<file path="src/rtl/mc_dp_pkg.sv">
// Shared definitions for the mc_datapath multi-cycle accumulator machine:
// opcode and FSM state encodings plus instruction field geometry.
package mc_dp_pkg;

  localparam int OP_W     = 4;
  localparam int ADDR_LSB = 0;

  typedef enum logic [3:0] {
    OP_LDA  = 4'h0,
    OP_STA  = 4'h1,
    OP_MOV  = 4'h2,
    OP_ADD  = 4'h3,
    OP_SUB  = 4'h4,
    OP_AND  = 4'h5,
    OP_NOT  = 4'h6,
    OP_JMP  = 4'h7,
    OP_BZ   = 4'h8,
    OP_HALT = 4'hF
  } opcode_e;

  typedef enum logic [2:0] {
    S_IDLE   = 3'd0,
    S_FETCH  = 3'd1,
    S_DECODE = 3'd2,
    S_EXEC   = 3'd3,
    S_MEM    = 3'd4,
    S_WB     = 3'd5,
    S_HALT   = 3'd6
  } state_e;

  function automatic logic is_legal(input opcode_e op);
    return (op inside {OP_LDA, OP_STA, OP_MOV, OP_ADD, OP_SUB, OP_AND,
                       OP_NOT, OP_JMP, OP_BZ, OP_HALT});
  endfunction

  // Opcodes whose write-back refreshes the zero flag.
  function automatic logic sets_zero(input opcode_e op);
    return (op inside {OP_LDA, OP_ADD, OP_SUB, OP_AND, OP_NOT});
  endfunction

endpackage

</file>
<file path="src/rtl/mc_dp_alu.sv">
// Combinational ALU for mc_datapath; modulo 2^DATA_W arithmetic, carry dropped.
// Non-ALU opcodes pass operand a through (used by MOV to forward r0).
module mc_dp_alu
  import mc_dp_pkg::*;
#(
  parameter int DATA_W = 16
) (
  input  opcode_e                   op,
  input  logic signed [DATA_W-1:0]  a,
  input  logic signed [DATA_W-1:0]  b,
  output logic signed [DATA_W-1:0]  result,
  output logic                      zero
);

  always_comb begin
    result = a;
    case (op)
      OP_ADD:  result = a + b;
      OP_SUB:  result = a - b;
      OP_AND:  result = a & b;
      OP_NOT:  result = ~a;
      default: result = a;
    endcase
    zero = (result == '0);
  end

endmodule

</file>
<file path="src/rtl/mc_datapath.sv">
// Multi-cycle accumulator datapath: FETCH/DECODE/EXEC/MEM/WB sequencer,
// NREG-entry register file (r0 = accumulator). Optional trace port: MC_DATAPATH_TRACE_EN.
module mc_datapath
  import mc_dp_pkg::*;
#(
  parameter  int DATA_W = 16,
  parameter  int NREG   = 8,
  localparam int PC_W   = DATA_W - OP_W,
  localparam int RSEL_W = $clog2(NREG)
) (
  input  logic              clk,
  input  logic              rst_n,
`ifdef MC_DATAPATH_TRACE_EN
  output logic              trace_valid,
  output logic [PC_W-1:0]   trace_pc,
  output logic [DATA_W-1:0] trace_ir,
  output logic [DATA_W-1:0] trace_wdata,
`endif
  input  logic              go,
  output logic              busy,
  output logic              done,
  output logic              illegal,
  output logic [PC_W-1:0]   imem_addr,
  input  logic [DATA_W-1:0] imem_rdata,
  output logic [PC_W-1:0]   dmem_addr,
  output logic [DATA_W-1:0] dmem_wdata,
  output logic              dmem_we,
  output logic              dmem_re,
  input  logic [DATA_W-1:0] dmem_rdata,
  output logic [PC_W-1:0]   pc,
  output logic              zero,
  output logic [DATA_W-1:0] acc
);

  state_e              state_q, state_d;
  logic [PC_W-1:0]     pc_q, pc_inc;
  logic [DATA_W-1:0]   ir_p0, b_p1, res_p2, mdr_p3;
  logic                res_zero_p2;
  logic                zero_q, done_q, illegal_q;
  logic [DATA_W-1:0]   regs [NREG];

  opcode_e             op;
  logic [PC_W-1:0]     addr;
  logic [RSEL_W-1:0]   rsel;
  logic [DATA_W-1:0]   alu_res;
  logic                alu_zero;
  logic                wb_en;
  logic [RSEL_W-1:0]   wb_sel;
  logic [DATA_W-1:0]   wb_data;

  assign op     = opcode_e'(ir_p0[DATA_W-1 -: OP_W]);
  assign addr   = ir_p0[ADDR_LSB +: PC_W];
  assign rsel   = ir_p0[PC_W-1 -: RSEL_W];
  assign pc_inc = pc_q + PC_W'(1);

  // MOV into r0 is a no-op; everything else that reaches WB targets r0.
  assign wb_en   = (op != OP_MOV) || (rsel != '0);
  assign wb_sel  = (op == OP_MOV) ? rsel : '0;
  assign wb_data = (op == OP_LDA) ? mdr_p3 : res_p2;

  mc_dp_alu #(.DATA_W(DATA_W)) u_alu (
    .op     (op),
    .a      (regs[0]),
    .b      (b_p1),
    .result (alu_res),
    .zero   (alu_zero)
  );

  always_ff @(posedge clk or negedge rst_n) begin
    if (!rst_n) state_q <= S_IDLE;
    else        state_q <= state_d;
  end

  always_comb begin
    state_d = state_q;
    case (state_q)
      S_IDLE:   if (go) state_d = S_FETCH;
      S_FETCH:  state_d = S_DECODE;
      S_DECODE: begin
        if (op == OP_JMP || op == OP_BZ) state_d = S_FETCH;
        else if (op == OP_HALT || !is_legal(op)) state_d = S_HALT;
        else state_d = S_EXEC;
      end
      S_EXEC: begin
        if (op == OP_LDA)      state_d = S_MEM;
        else if (op == OP_STA) state_d = S_FETCH;
        else                   state_d = S_WB;
      end
      S_MEM:    state_d = S_WB;
      S_WB:     state_d = S_FETCH;
      S_HALT:   if (go) state_d = S_FETCH;
      default:  state_d = S_IDLE;
    endcase
  end

  // Memory strobes decode straight from state so reset drops them at once.
  always_comb begin
    busy    = (state_q != S_IDLE) && (state_q != S_HALT);
    dmem_re = (state_q == S_EXEC) && (op == OP_LDA);
    dmem_we = (state_q == S_EXEC) && (op == OP_STA);
  end

  always_ff @(posedge clk or negedge rst_n) begin
    if (!rst_n) begin
      pc_q        <= '0;
      ir_p0       <= '0;
      b_p1        <= '0;
      res_p2      <= '0;
      res_zero_p2 <= 1'b0;
      mdr_p3      <= '0;
      zero_q      <= 1'b1;
      done_q      <= 1'b0;
      illegal_q   <= 1'b0;
      for (int i = 0; i < NREG; i++) regs[i] <= '0;
    end else begin
      done_q <= (state_q == S_DECODE) && (state_d == S_HALT);
      case (state_q)
        // fetch
        S_FETCH: ir_p0 <= imem_rdata;
        // decode: operand latch, branches resolve here
        S_DECODE: begin
          b_p1 <= regs[rsel];
          if (op == OP_JMP)     pc_q <= addr;
          else if (op == OP_BZ) pc_q <= zero_q ? addr : pc_inc;
          if (!is_legal(op))    illegal_q <= 1'b1;
        end
        // execute
        S_EXEC: begin
          res_p2      <= alu_res;
          res_zero_p2 <= alu_zero;
          if (op == OP_STA) pc_q <= pc_inc;
        end
        // memory read return
        S_MEM: mdr_p3 <= dmem_rdata;
        // write-back
        S_WB: begin
          pc_q <= pc_inc;
          if (wb_en) regs[wb_sel] <= wb_data;
          if (sets_zero(op)) zero_q <= (op == OP_LDA) ? (mdr_p3 == '0) : res_zero_p2;
        end
        S_HALT: if (go) pc_q <= pc_inc;
        default: ;
      endcase
    end
  end

  assign imem_addr  = pc_q;
  assign dmem_addr  = addr;
  assign dmem_wdata = regs[0];
  assign pc         = pc_q;
  assign zero       = zero_q;
  assign acc        = regs[0];
  assign done       = done_q;
  assign illegal    = illegal_q;

`ifdef MC_DATAPATH_TRACE_EN
  always_comb begin
    trace_valid = (state_q == S_WB) ||
                  ((state_q == S_EXEC) && (op == OP_STA)) ||
                  ((state_q == S_DECODE) && (op inside {OP_JMP, OP_BZ, OP_HALT}));
    trace_pc    = pc_q;
    trace_ir    = ir_p0;
    trace_wdata = ((state_q == S_WB) && wb_en) ? wb_data : '0;
  end
`endif

endmodule

</file>
<file path="config.mk">
export PLATFORM = sky130hd
export DESIGN_NAME = mc_datapath
export DESIGN_NICKNAME = d
export VERILOG_FILES = /design/src/rtl/mc_dp_pkg.sv /design/src/rtl/mc_dp_alu.sv /design/src/rtl/mc_datapath.sv
export SDC_FILE = /design/constraint.sdc
export NUM_CORES = 1
export LEC_CHECK = 0
export BUFFER_PORTS_ARGS = -buffer_cell sky130_fd_sc_hd__clkbuf_2
export CAP_MARGIN = 30
export CORE_AREA = 2 2 219 178
export CTS_BUF_LIST = sky130_fd_sc_hd__clkbuf_2
export CTS_CLUSTER_SIZE = 25
export DETAILED_ROUTE_END_ITERATION = 8
export DIE_AREA = 0 0 221 180
export MAX_ROUTING_LAYER = met4
export PLACE_DENSITY = 0.5
export SLEW_MARGIN = 5
export SYNTH_ARGS = -nofsm -noshare
export SYNTH_HDL_FRONTEND = slang
export SYNTH_SLANG_ARGS = --single-unit
</file>
<file path="constraint.sdc">
create_clock -name clk -period 6.8 [get_ports clk]
set_clock_uncertainty 0.1 [all_clocks]
set_input_delay 1.7 -clock clk [delete_from_list [all_inputs] [get_ports clk]]
set_output_delay 1.7 -clock clk [all_outputs]
set_load 0.01 [all_outputs]
</file>
Word level (Yosys, flattened, before mapping)
Index checks and enable logic that the tools add are counted.
Operators by class
  reductions and logical operators: 23
  magnitude comparators: 3
  bitwise logic cells: 5
  add/sub/neg operators: 3
  equality and inequality tests: 21
  mux-type cells: 22
Operator list (count)
  $bwmux 128: 1
  $mux 16: 4
  $pmux 16 s4: 1
  $mux 12: 5
  $bmux 16 s3: 1
  $demux 16 s3: 1
  $pmux 12 s4: 1
  $logic_not 16->1: 2
  $mux 3: 6
  $pmux 3 s6: 1
  $add 16x16->16: 1
  $and 16x16->16: 1
  $eq 4x3->1 const B: 4
  $not 16->16: 1
  $sub 16x16->16: 1
  $add 12x1->12 const B: 1
  $eq 3x3->1 const B: 4
  $reduce_bool 10->1: 1
  $eq 4x2->1 const B: 2
  $eq 4x4->1 const B: 2
  $ge 4x4->1 const B: 2
  $not 3->4: 2
  $eq 3x2->1 const B: 2
  $ne 3x3->1 const B: 2
  18 further kinds: 28
Storage, ports and cells
  bits of input ports: 35
  bits in registers: 211
  logic and storage cells: 95
  output and inout bits: 74

Longest topological paths before layout
  word-level depth: 9
  gate-level depth with buffers: 17
  depth with buffers taken out: 17

Hierarchy
From an unflattened synthesis, not the netlist that was laid out.
Unflattened totals
  cells, all modules: 1099
  area total of the unflattened synthesis: 11456.0 µm²
By module, submodules not included
  mc_datapath: area an instance 9759.4 µm², times used 1, cells each 853
  mc_dp_alu: area an instance 1696.6 µm², times used 1, cells each 246

Worst setup path after synthesis
No wires, ideal clock.
  path type: reg2reg
  from: register ir_p0[15]
  to: register res_zero_p2
  data required time: 6.558 ns
  clock period less this slack: 3.493 ns
  library setup time: 0.142 ns
  arrival time: 3.251 ns
  cell stages (with the launch flop): 15
  setup slack: 3.307 ns
  cells stage by stage: dfrtp_1 clkbuf_1 inv_1 nand4_1 o21ai_0 xor2_1 ha_1 nand4_1 a2111oi_0 o21ai_0 a21oi_1 o21a_1 nor3_1 o311ai_0 o32ai_2
Between the ends
  longest elaborated chain between the ends: 3
Ends and longest elaborated chain
  start: declaration: line mc_datapath.sv:37  | logic [DATA_W-1:0] ir_p0, b_p1, res_p2, mdr_p3;
  start signal: assignment: line mc_datapath.sv:119  | S_FETCH: ir_p0 <= imem_rdata;
  $eq 4x3->1 / $eq 4x2->1 (equally long branches): line mc_dp_alu.sv:17  | case (op)
  $pmux 16 s4 (*): line mc_dp_alu.sv:17
  $logic_not 16->1 (*): line mc_dp_alu.sv:24  | zero = (result == '0);
  end signal: assignment: line mc_datapath.sv:130  | res_zero_p2 <= alu_zero;
  end: declaration: line mc_datapath.sv:38  | logic res_zero_p2;
Every way passes the cells marked *; elsewhere a longest branch is shown, timed or not.
A chain may end at the register's enable or synchronous reset.

Worst setup path after layout
  from: register state_q[0]
  to: output port dmem_we
Between the ends
  longest elaborated chain between the ends: 2
Ends and longest elaborated chain
  start: declaration: line mc_datapath.sv:35  | state_e state_q, state_d;
  start signal: assignment: line mc_datapath.sv:71  | else state_q <= state_d;
  $eq 3x2->1: line mc_datapath.sv:100  | dmem_we = (state_q == S_EXEC) && (op == OP_STA);
  $logic_and 1x1->1: line mc_datapath.sv:100
  end: declaration: line mc_datapath.sv:27  | output logic dmem_we,
No other way between the ends.

==> summary.md <==
| Metric | Value |
|---|---|
| Setup TNS | `0 ns` |
| Worst EP arrival | `between 2 and 3 ns` |
| Via density per instance | `4.94` |
| Synth-to-Final Area Change | `10.6%` |
| CP startpoint kind | `flip-flop` |
| Unique cell type count in the Yosys netlist | `slightly below 60` |
| Mapped cell area | `approximately 11,000 µm²` |
| Post-synth top area cell | `dfrtp_1` |
| Endpoints failing setup | `0` |
| Clk sink count | `211` |
| Post-layout min period | `4.60 ns` |
| VDD IR max | `approximately 0.22 mV` |
| Share of cells above drive strength 1 | `24.3%` |
| Critical Path Sink Type | `output port` |
| Slew HR | `a little over a third` |
| Area contributors post-synth | `dfrtp_1 (47%), mux4_2 (6.5%), o21ai_0 (6.2%)` |
| YS warnings | `0` |
| F_max | `approximately 0.22 GHz` |
| Switching share of total power | `a little under half` |
| Worst-margin pin slew | `0.943 ns` |
| Fin crit share | `67.7%` |
| Largest net degree at the start of global routing | `approximately 110` |
| Dominant synthesized flop cell | `dfrtp_1` |
| Avg WL per Cell | `17.9 µm` |
| Die height | `180 µm` |
| Post-Syn Instances | `1,124` |
| Die Wd | `221 µm` |
| Routed WL | `between 30 and 40 mm` |
| Sw Pwr | `2790 µW` |
| Hold Path Class | `flip-flop to flip-flop` |
| CTS buffer count | `56` |
| Crit-path max cell delay | `around 0.77 ns` |
| DIE AREA | `39,800 µm²` |
| Drc violations | `0` |
| Clock buffer depth | `3` |
| Post-synth EDFFs | `0` |
| Yosys top cell area share | `47.4%` |
| CP Data Required Time | `5.00 ns` |
| FILL cells | `3,917` |
| 1st-pass router iterations | `8` |
| Vias in the first global route | `8,404` |
| Worst-path maximum fanout | `22` |
| Post-CTS Setup Inserts | `0` |
| Sequential share of the synthesized area | `between 40% and 50%` |
| GRT overflow | `0` |
| Fin. Hold Viols | `0` |
| Synthesized Nets | `1,178` |
| Pwr Density | `488 nW/µm²` |
| Synthesized area per cell | `9.87 µm²` |
| M3 GR Usage | `3.07%` |
| Dpl hpwl | `21.1 mm` |
| Final Core Density | `approximately a third` |
| H-Tree Depth | `2` |
| Delay-heaviest family, CP | `simple AND/OR/NAND/NOR gates` |
| CP Cell Sequence | `nand3b_1, nor2_1, clkbuf_2` |
| Clock latency on the worst-skew pair | `about 0.92 ns` |
| Final GP Congestion | `0.917` |
| Outcome | `complete, no violations` |
| Post-CTS sizing | `0` |
| Seq pwr share | `a little over a third` |
| Initial Util | `29.4%` |
| Pins over their slew limit | `0` |
| CP Buf/Inv Count | `1` |
| Max-cap violations | `0` |
| Met1 Use GR | `~23%` |
| Lkg Pwr | `0.00552 µW` |
| Clock slew seen by the registers of the worst setup and hold paths | `0.09 ns` |
| Overall via count from detail_route | `8,494` |
| Iteration-0 DRC Markers | `700` |
| Port-buffer cells | `around 110` |
| Slowest cell on the critical path | `nand3b_1` |
| Internal Pwr Total | `3200 µW` |
| Row count | `64` |
| All-layer global routing usage | `between 10% and 20%` |
| DRT antenna net count | `0` |
| Clock power frac | `between 10 and 15%` |
| Met2 Usage GRT | `23.4%` |
| Most Used Layer, Global Route | `met2` |
| Ports | `between 100 and 150` |
| Initial antenna violation count | `2` |
| #FFs+latches synth | `between 200 and 250` |
| RSZ-0062 raised after global routing | `no` |
| Gate power share | `between 40 and 50%` |
| Async SR Flop Fraction | `between 90% and 100%` |
| CTS tree | `built` |
| Final nets | `around 1,200` |
| First-pass GRT wire length | `slightly below 50 mm` |
| Critical path class | `flip-flop to output port` |
| Clk root buf | `clkbuf_2` |
| CTS Hold Buffers Added | `0` |
| Core Region | `37,700 µm²` |
## worst min-delay path, cell delays in order (launching register included)
cell and delay [ns]:
dfrtp_1 0.34, nand2_1 0.04, o21ai_0 0.06
## cells in the mapped netlist, drive strengths merged (8+ instances only)
cell type / instances
mux4: 32
nand2: 138
a21oi: 108
o21ai: 138
xor2: 12
buf: 66
nand3: 23
xnor2: 14
mux2i: 33
mux2: 31
nor2: 100
nor4: 10
inv: 17
clkbuf: 57
ha: 18
dfrtp: 210
a31oi: 9
a21o: 8
## worst paths after layout
path	start	cells after the start	slack, ns	end
max	state_q[0]	3	2.20	dmem_we
min	regs[3]	2	0.38	regs[3]
max reg2reg	ir_p0[13]	13	2.35	res_zero_p2
min reg2reg	regs[3]	2	0.38	regs[3]
max in group asynchronous	rst_n	2	4.73	ir_p0[10]
min in group asynchronous	rst_n	1	0.74	regs[34]
## power groups by stage
stage | registers [µW] | logic, µW | clock network [µW]
final | 2140 | 2990 | 864
after global routing | 2220 | 3300 | 976
after CTS | 2150 | 2960 | 904
after detailed placement | 2170 | 2950 | 0
after global placement | 2160 | 2920 | 0
after floorplan | 1950 | 2390 | 0
## logic make-up (layout without fill, tap and decap cells)
kind of cell | after synthesis | in the layout | synth area share (%)
compound gates | 307 | 307 | 15.6
xor+xnor | 26 | 26 | 2.05
mux | 96 | 96 | 12.6
fa+ha+maj | 19 | 19 | 2.21
simple gates | 325 | 325 | 13.1
buf+inv | 140 | 239 | 6.80
other cells | 0 | 2 | 0
flops | 211 | 211 | 47.6
## sequential cells by signal (all words and copies together), names as in the netlist
signal       flops
zero             1
mdr_p3          16
res_zero_p2      1
ir_p0           16
regs           112
illegal          1
done             1
imem_addr       12
state_q          3
acc             16
res_p2          16
b_p1            16
## stage by stage
step	std cells	hold slack, ns	power, µW	cell area, µm²	setup slack [ns]
global placement	1620	0.342	5080	11800	2.49
finish	1720	0.380	5990	12300	2.20
detailed placement	1620	0.348	5120	11800	2.42
global route	1720	0.410	6500	12300	1.92
floorplan	1124	0.345	4330	11100	3.31
CTS	1713	0.384	6010	12200	2.13
## placed cells by master, fill, tap and decap left out, drive strengths merged, types with 8 or more instances in the layout
cell type / n
xnor2: 14
ha: 18
nor4: 10
mux2i: 33
a21o: 8
dfrtp: 210
buf: 22
nor2: 100
xor2: 12
clkinv: 9
o21ai: 138
mux2: 31
a21oi: 108
mux4: 32
a31oi: 9
nand2: 138
inv: 18
nand3: 23
clkbuf: 190
## layout make-up
class / count / area [µm²] / share of cell area, %
Antenna cell: 2 / 5.00 / 0.0408
Clock buffer: 83 / 415 / 3.39
Clock inverter: 10 / 48.8 / 0.398
Inverter: 17 / 63.8 / 0.520
Multi-Input combinational cell: 773 / 5100 / 41.6
Sequential cell: 211 / 5280 / 43.1
Tap cell: 495 / 619 / 5.05
Timing Repair Buffer: 129 / 728 / 5.94
## per-layer routing
layer	wire, µm	vias to the layer above
met1	15300	4129
met3	1540	48
met2	13400	224
li1	-	4093
met5	0	-
met4	478	0
Power figures use the tool's default switching activity.
